<file path="config.mk">
export PLATFORM = sky130hd
export DESIGN_NAME = line_window_gen_flat
export DESIGN_NICKNAME = d
export VERILOG_FILES = /design/src/rtl/line_window_gen_if.sv /design/src/rtl/line_window_gen.sv /design/src/flat_wrapper.sv
export SDC_FILE = /design/constraint.sdc
export NUM_CORES = 1
export LEC_CHECK = 0
export CAP_MARGIN = 25
export CORE_ASPECT_RATIO = 1.4
export CORE_MARGIN = 1
export CORE_UTILIZATION = 55
export DETAILED_ROUTE_END_ITERATION = 12
export DONT_BUFFER_PORTS = 1
export GPL_ROUTABILITY_DRIVEN = 1
export PLACE_DENSITY = 0.72
export SLEW_MARGIN = 20
export SYNTH_ARGS = -nofsm -noshare
export SYNTH_HDL_FRONTEND = slang
export SYNTH_SLANG_ARGS = --single-unit
</file>
<file path="constraint.sdc">
create_clock -name clk -period 5.2 [get_ports clk]
set_clock_uncertainty 0.15 [all_clocks]
set_input_delay 1.04 -clock clk [delete_from_list [all_inputs] [get_ports clk]]
set_output_delay 1.04 -clock clk [all_outputs]
set_load 0.005 [all_outputs]
</file>
<file path="src/rtl/line_window_gen_if.sv">
// Pixel-in / window-out handshake bundle for line_window_gen.
// slave = the window generator, master = pixel source plus window consumer.
interface line_window_gen_if;
    logic [7:0]  pix_in;
    logic        pix_valid;
    logic        pix_sof;
    logic        pix_ready;
    logic [31:0] A;
    logic [31:0] B;
    logic [31:0] C;
    logic        win_valid;
    logic        win_ready;
    logic        frame_done;

    modport master (
        output pix_in, pix_valid, pix_sof, win_ready,
        input  pix_ready, A, B, C, win_valid, frame_done
    );

    modport slave (
        input  pix_in, pix_valid, pix_sof, win_ready,
        output pix_ready, A, B, C, win_valid, frame_done
    );
endinterface

</file>
<file path="src/rtl/line_window_gen.sv">
// Streaming 3x3 window generator: two line buffers plus per-row column shifters.
// Optional LINE_WINDOW_WIN_CNT_EN adds a saturating win_cnt window-transfer counter.
module line_window_gen #(
    parameter int IMG_W = 64,
    parameter int IMG_H = 64
) (
    input  logic             clk,
    input  logic             rst,
    line_window_gen_if.slave lw
`ifdef LINE_WINDOW_WIN_CNT_EN
    ,
    output logic [31:0]      win_cnt
`endif
);

    localparam int CW = (IMG_W > 1) ? $clog2(IMG_W) : 1;
    localparam int RW = (IMG_H > 1) ? $clog2(IMG_H) : 1;
    localparam logic [CW-1:0] COL_LAST = CW'(IMG_W - 1);
    localparam logic [RW-1:0] ROW_LAST = RW'(IMG_H - 1);

    typedef enum logic [1:0] {IDLE, FILL, RUN, DONE} state_t;

    state_t          state;
    logic [CW-1:0]   col;
    logic [RW-1:0]   row;
    logic [7:0]      lb0 [IMG_W];
    logic [7:0]      lb1 [IMG_W];
    logic [1:0][7:0] top_sr, mid_sr, bot_sr;
    logic [31:0]     a_q, b_q, c_q;
    logic            win_valid_q;
    logic            frame_done_q;

    logic            pix_ready;
    logic            acc;
    logic            restart;
    logic            process;
    logic            last_col;
    logic            win_hit;
    logic [CW-1:0]   col_e;
    logic [RW-1:0]   row_e;
    logic [7:0]      rd0, rd1;

    assign pix_ready = (state != DONE) && (!win_valid_q || lw.win_ready);
    assign acc       = lw.pix_valid && pix_ready;
    assign restart   = acc && lw.pix_sof;
    // A sof pixel always restarts at (0,0); other pixels only count inside a frame.
    assign process   = restart || (acc && (state == FILL || state == RUN));
    assign col_e     = restart ? '0 : col;
    assign row_e     = restart ? '0 : row;
    assign rd0       = lb0[col_e];
    assign rd1       = lb1[col_e];
    assign last_col  = (col_e == COL_LAST);
    assign win_hit   = process && (col_e >= CW'(2)) && (row_e >= RW'(2));

    assign lw.pix_ready  = pix_ready;
    assign lw.A          = a_q;
    assign lw.B          = b_q;
    assign lw.C          = c_q;
    assign lw.win_valid  = win_valid_q;
    assign lw.frame_done = frame_done_q;

    // Line storage is deliberately left out of reset.
    always_ff @(posedge clk) begin
        if (process) begin
            lb1[col_e] <= rd0;
            lb0[col_e] <= lw.pix_in;
        end
    end

    always_ff @(posedge clk) begin
        if (rst) begin
            state        <= IDLE;
            col          <= '0;
            row          <= '0;
            top_sr       <= '0;
            mid_sr       <= '0;
            bot_sr       <= '0;
            a_q          <= '0;
            b_q          <= '0;
            c_q          <= '0;
            win_valid_q  <= 1'b0;
            frame_done_q <= 1'b0;
        end else begin
            frame_done_q <= 1'b0;

            if (process) begin
                top_sr <= {top_sr[0], rd1};
                mid_sr <= {mid_sr[0], rd0};
                bot_sr <= {bot_sr[0], lw.pix_in};
                if (last_col) begin
                    col <= '0;
                    row <= (row_e == ROW_LAST) ? '0 : row_e + 1'b1;
                end else begin
                    col <= col_e + 1'b1;
                    row <= row_e;
                end
            end

            // A fresh window overrides a concurrent transfer, keeping 1 pixel/clk.
            if (win_hit) begin
                a_q         <= {8'h00, top_sr[1], top_sr[0], rd1};
                b_q         <= {8'h00, mid_sr[1], mid_sr[0], rd0};
                c_q         <= {8'h00, bot_sr[1], bot_sr[0], lw.pix_in};
                win_valid_q <= 1'b1;
            end else if (lw.win_ready) begin
                win_valid_q <= 1'b0;
            end

            case (state)
                IDLE: if (restart) state <= FILL;
                FILL: begin
                    if (restart)
                        state <= FILL;
                    else if (acc && last_col && row == RW'(1))
                        state <= RUN;
                end
                RUN: begin
                    if (restart)
                        state <= FILL;
                    else if (acc && last_col && row == ROW_LAST)
                        state <= DONE;
                end
                DONE: begin
                    if (!win_valid_q) begin
                        frame_done_q <= 1'b1;
                        state        <= IDLE;
                    end
                end
                default: state <= IDLE;
            endcase
        end
    end

`ifdef LINE_WINDOW_WIN_CNT_EN
    always_ff @(posedge clk) begin
        if (rst || restart)
            win_cnt <= '0;
        else if (win_valid_q && lw.win_ready && win_cnt != 32'hFFFF_FFFF)
            win_cnt <= win_cnt + 32'd1;
    end
`endif

endmodule
</file>
<file path="src/flat_wrapper.sv">
// flat-port wrapper written by rule: the top's interface ports become plain ports
module line_window_gen_flat 
#(
    parameter int IMG_W = 64,
    parameter int IMG_H = 64
)
  (clk, rst, lw_pix_in, lw_pix_valid, lw_pix_sof, lw_win_ready, lw_pix_ready, lw_A, lw_B, lw_C, lw_win_valid, lw_frame_done);
  line_window_gen_if lw_i ();
  input  logic clk;
  input  logic rst;
  input wire logic [$bits(lw_i.pix_in)-1:0] lw_pix_in;
  input wire logic [$bits(lw_i.pix_valid)-1:0] lw_pix_valid;
  input wire logic [$bits(lw_i.pix_sof)-1:0] lw_pix_sof;
  input wire logic [$bits(lw_i.win_ready)-1:0] lw_win_ready;
  output wire logic [$bits(lw_i.pix_ready)-1:0] lw_pix_ready;
  output wire logic [$bits(lw_i.A)-1:0] lw_A;
  output wire logic [$bits(lw_i.B)-1:0] lw_B;
  output wire logic [$bits(lw_i.C)-1:0] lw_C;
  output wire logic [$bits(lw_i.win_valid)-1:0] lw_win_valid;
  output wire logic [$bits(lw_i.frame_done)-1:0] lw_frame_done;
  assign lw_i.pix_in = lw_pix_in;
  assign lw_i.pix_valid = lw_pix_valid;
  assign lw_i.pix_sof = lw_pix_sof;
  assign lw_i.win_ready = lw_win_ready;
  assign lw_pix_ready = lw_i.pix_ready;
  assign lw_A = lw_i.A;
  assign lw_B = lw_i.B;
  assign lw_C = lw_i.C;
  assign lw_win_valid = lw_i.win_valid;
  assign lw_frame_done = lw_i.frame_done;
  line_window_gen #(.IMG_W(IMG_W), .IMG_H(IMG_H)) u_core (.clk(clk), .rst(rst), .lw(lw_i));
endmodule
</file>
## Word level (Yosys, flattened, before mapping)

Memory sizes are Yosys's and may differ from the RTL's.
Index checks and enable logic that the tools add are counted.

| operators by class | value |
|---|---|
| reductions and logical operators | 17 |
| bitwise logic cells | 1 |
| multiplexer cells | 17 |
| eq/ne operators | 12 |
| order comparisons | 2 |
| add/sub/neg operators | 2 |

Operators by type and width:

| cell | number |
|---|---|
| $mux W6 | 5 |
| $eq A6 B6 Y1 const B | 3 |
| $add A6 B1 Y6 const B | 2 |
| $ge A6 B2 Y1 const B | 2 |
| $mux W2 | 6 |
| $logic_and A1 B1 Y1 | 9 |
| $pmux W2 S4 | 1 |
| $eq A6 B1 Y1 const B | 1 |
| $ne A3 B2 Y1 const B | 2 |
| $mux W1 | 5 |
| $eq A2 B2 Y1 const B | 2 |
| $ne A2 B2 Y1 const B | 2 |
| $reduce_and A4 Y1 | 1 |
| $logic_or A1 B1 Y1 | 3 |
| $eq A2 B1 Y1 const B | 1 |
| $logic_not A2 Y1 | 1 |
| $ne A2 B1 Y1 const B | 1 |
| $reduce_bool A2 Y1 | 1 |
| $reduce_or A2 Y1 | 1 |
| $logic_not A1 Y1 | 1 |
| $not A1 Y1 | 1 |

| word-level totals | value |
|---|---|
| flip-flop bits (word level) | 136 |
| word-level logic and storage cells | 67 |
| memories kept | 2 |
| bits of input ports | 13 |
| RAM bits | 1,024 |
| output and inout port bits | 99 |

Memory list:

| memory | depth | bits a word | read ports | clocked after Yosys merged registers in | wr ports | RTL line | RTL |
|---|---|---|---|---|---|---|---|
| u_core.lb0 | 64 | 8 | 1 | 0 | 1 | line_window_gen.sv:26 | `logic [7:0] lb0 [IMG_W];` |
| u_core.lb1 | 64 | 8 | 1 | 0 | 1 | line_window_gen.sv:27 | `logic [7:0] lb1 [IMG_W];` |

## Depth between registers and ports, before layout

| depth | value |
|---|---|
| depth after elaboration | 12 |
| depth in mapped cells | 16 |

## Worst setup path before layout

OpenSTA, ideal clock, no wires.

| timing path | value |
|---|---|
| path type | input -> register |
| start | in lw_pix_valid |
| end | mem u_core.lb1[0][7] (data pin) |
| cell stages on the path | 9 |
| data required time | 4.436 ns |
| buffers on the path | 3 |
| arrival time | 3.309 ns |
| slack | 1.128 ns |
| cells stage by stage | nor2b_1 buf_4 nand3_1 clkbuf_1 clkbuf_1 nand3_1 o311ai_1 a221oi_1 nand3_1 |

| on the way | value |
|---|---|
| longest elaborated chain between the ends | 4 |

RTL lines:

| what | RTL line | RTL |
|---|---|---|
| start: declaration | flat_wrapper.sv:12 | `input wire logic [$bits(lw_i.pix_valid)-1:0] lw_pix_valid;` |
| $logic_and A1 B1 Y1 | line_window_gen.sv:44 | `assign acc = lw.pix_valid && pix_ready;` |
| $logic_and A1 B1 Y1 | line_window_gen.sv:45 | `assign restart = acc && lw.pix_sof;` |
| $mux W6 | line_window_gen.sv:48 | `assign col_e = restart ? '0 : col;` |
| $mem_v2 Z64 W8 | - |  |
| via u_core.rd0[7] | line_window_gen.sv:41 | `logic [7:0] rd0, rd1;` |
| end: declaration | line_window_gen.sv:27 |  |

The timed path passes the listed nets, and every way through them passes these cells.

## Worst setup path in the final report

| timing path | value |
|---|---|
| start | reg u_core.col[2] |
| end | mem u_core.lb1[22][2] (data pin) |

| on the way | value |
|---|---|
| longest elaborated chain between the ends | 2 |

RTL lines:

| what | RTL line | RTL |
|---|---|---|
| start: declaration | line_window_gen.sv:24 | `logic [CW-1:0] col;` |
| start signal: assignment | line_window_gen.sv:94 | `col <= col_e + 1'b1;` |
| $mux W6 | line_window_gen.sv:48 |  |
| $mem_v2 Z64 W8 | - |  |
| via u_core.rd0[2] | line_window_gen.sv:41 |  |

The timed path passes the listed nets, and every way through them passes these cells.

==> results.toml <==
[critical_path]
endpoint = "u_core.lb1[22][2]$_DFFE_PP_"
worst_setup_path_end_kind = "flop"
reg2reg_to = "u_core.lb1[22][2]$_DFFE_PP_"
crit_path_max_fanout = 48
r2r_start = "u_core.col[2]$_SDFFE_PP0P_"
worst-path-buf-inv = 4
required_ns = 5.44
cp-start-kind = "flop"
cp.depth = 10
arrival_ns = 5.09
criticalPathCategory = "flop to flop"
cp_slowest_cell = "a2111oi_0"
r2r_cells = 10
cp_top_family = "compound AO/OA/AOI/OAI gates"
reg2reg_setup_slack_ns = 0.35
path_common_cell = "buf_4"
crit_chain = "buf_4 -> buf_4 -> mux2i_1 -> o2bb2ai_1 -> a222oi_1 -> o21ai_0 -> a2111oi_0 -> and4b_1 -> inv_2 -> buf_12"
crit_start = "u_core.col[2]$_SDFFE_PP0P_"
slowest_delay_ns = 0.93

[clocking]
clock-root-buffer = "clkbuf_16"
cts_setup_buffers = 0
clockBufferDepth = 3
insertion_delay_ns = 0.71
cts_hold_buffers = 0
cts.repair.resized = 0
htree_levels = 3
clock_sinks = 1160
path_clk_slew_ns = 0.07
cts_tree = "yes"
numCtsBuffers = 103

[global_routing]
grt_pass1_wl_um = 216000
grt_max_degree = 137
track_usage_pct = 37.3
antenna_found_initial = 10
grt_pass1_vias = 28144
grt_overflow = 0

[place]
gp_congestion = 1.08
hpwl_um = 98800
numPortBuffers = 0

[timing]
report.final.slew_viol_count = 0
holdWs_ns = 0.261
rsz0062_at_grt = "no"
fmax_mhz = 206
finalSetupViolCount = 0
worst_pin_slew_ns = 1.20
post-route-period-util_pct = 93.2
min_period_ns = 4.85
fin_setup_tns_ns = 0
hold_viol = 0
slew_headroom_pct = 18.3

[pwr]
irDropWorstVdd_uv = 262
powerDensity_nw_per_um2 = 386
p_leak_nw = 16.2

[route]
drc_errors = 0
totalWireLength_um = 156000
first_iter_violations = 4847
viasPerCell = 6.98
dr.pass1.iters = 8
wl_per_cell_um = 37.0
drtAntennaViolNets = 0
vias = 29482

[synthesis]
synth_edf_count = 1024
syn-cell-area_um2 = 45400
ys_seq_area_share_pct = 73.7
ys_warn_count = 0
synthFlopType = "edfxtp_1"
async_reset_ff_share_pct = 0
ys_types = 90
synth.avg_cell_area_um2 = 15.5
post_synth_inst_count = 2925
ys_seq_elements = 1160

[die]
row_count = 124
die_x_um = 245
initial_core_util_pct = 55.6
die_area_um2 = 83800
fp.coreArea_um2 = 81800
die_h_um = 342
io_pins = 112

[layout]
mostFrequentLayoutCells = "1024 x edfxtp_1, 286 x nand2_1, 217 x buf_4"
nets = 3086
syn_to_final_growth_pct = 12.6
drive_gt1_share_pct = 18.1
final_common_cell = "edfxtp_1"

[min_path]
hold_path_class = "primary input to flop"
hp-start = "rst"

[outcome]
status = "complete, no violations"

[job]
cap_violations = 0
logic make-up (layout without fill, tap and decap cells):
kind of cell | Yosys count | in the layout | synth area share [%]
other | 1 | 27 | 0.00825
buffers and inverters | 238 | 438 | 2.75
AO/OA/AOI/OAI | 688 | 688 | 10.9
AND/OR/NAND/NOR | 578 | 578 | 5.54
XOR/XNOR | 3 | 3 | 0.0578
adder cells (fa/ha/maj) | 9 | 9 | 0.248
multiplexers | 248 | 248 | 6.82
flip-flops | 1160 | 1160 | 73.7
per-stage QoR:
step,total power [mW],cell area [um2],instances,utilization [%],worst slack [ns]
global route,20.1,51200,4219,62.6,0.285
finish,19.7,51200,4222,62.6,0.353
floorplan,11.4,45500,2948,-,1.13
CTS,19.7,51200,4218,62.6,0.539
detailed placement,12.2,47700,4029,58.4,0.488
global placement,12.2,47700,4028,58.4,0.100
registers in the layout, summed over array words and instances (netlist names), 2 cells and up:
signal         cells
u_core.lb0       512
u_core.state       2
u_core.lw.A       24
u_core.col         6
u_core.lw.B       24
u_core.bot_sr     16
u_core.row         6
u_core.mid_sr     16
u_core.lb1       512
u_core.lw.C       24
u_core.top_sr     16
worst min path at each step:
| stage | to | slack, ns | cells after the start |
|---|---|---|---|
| 2_1_floorplan | u_core.lw.A[16]$_SDFFE_PP0P_ | 0.28 | 2 |
| 3_3_place_gp | u_core.lw.B[18]$_SDFFE_PP0P_ | 0.28 | 2 |
| 3_5_place_dp | u_core.lw.B[20]$_SDFFE_PP0P_ | 0.29 | 2 |
| 4_1_cts | u_core.lw.A[21]$_SDFFE_PP0P_ | 0.26 | 1 |
| 5_1_grt | u_core.lw.A[21]$_SDFFE_PP0P_ | 0.26 | 1 |
| 6_report | u_core.lw.win_valid$_SDFFE_PP0P_ | 0.26 | 1 |
power breakdown:
part           switching [mW]  internal (mW)  leakage, nW
clock network            3.35           4.32         1.70
registers              0.0713           10.3         10.3
logic                    1.18          0.470         4.21
cell type report:
cell class | instances | area [um2]
Antenna cell | 3 | 7.51
Clock buffer | 140 | 3020
Clock inverter | 49 | 398
Fill cell | 5800 | 30600
Inverter | 15 | 58.8
Multi-Input combinational cell | 1550 | 10900
Sequential cell | 1160 | 33500
Tap cell | 1071 | 1340
Timing Repair Buffer | 234 | 1950
layer usage:
metal / track usage, % / share of wire, %
met5: 0 / 0.031
met4: 26.4 / 8.2
met3: 9.02 / 13
met2: 57.3 / 46
met1: 46.7 / 34
synthesized netlist by cell type, types with 7 or more instances:
cell type | count | area (um2)
a211oi_1 | 32 | 240
a21oi_1 | 166 | 831
a221o_1 | 11 | 110
a221oi_1 | 48 | 420
a222oi_1 | 42 | 420
a22o_1 | 24 | 210
a22oi_1 | 84 | 631
a311oi_1 | 7 | 61.3
a31oi_1 | 20 | 125
a32oi_1 | 8 | 70.1
and2_1 | 7 | 43.8
and3_1 | 10 | 62.6
buf_1 | 12 | 45.0
buf_2 | 67 | 335
buf_4 | 52 | 390
buf_6 | 10 | 113
clkbuf_1 | 82 | 308
dfxtp_1 | 136 | 2720
edfxtp_1 | 1024 | 30700
ha_1 | 9 | 113
inv_1 | 12 | 45.0
mux2_2 | 89 | 1000
mux2i_1 | 117 | 1170
mux4_2 | 40 | 901
nand2_1 | 289 | 1080
nand2b_1 | 10 | 62.6
nand3_1 | 26 | 130
nor2_1 | 162 | 608
nor2b_1 | 9 | 56.3
nor3_1 | 18 | 90.1
o211ai_1 | 9 | 67.6
o21a_1 | 11 | 82.6
o21ai_0 | 78 | 390
o221ai_1 | 18 | 158
o22ai_1 | 23 | 144
o2bb2ai_1 | 33 | 289
(Power assumes the default switching activity.)
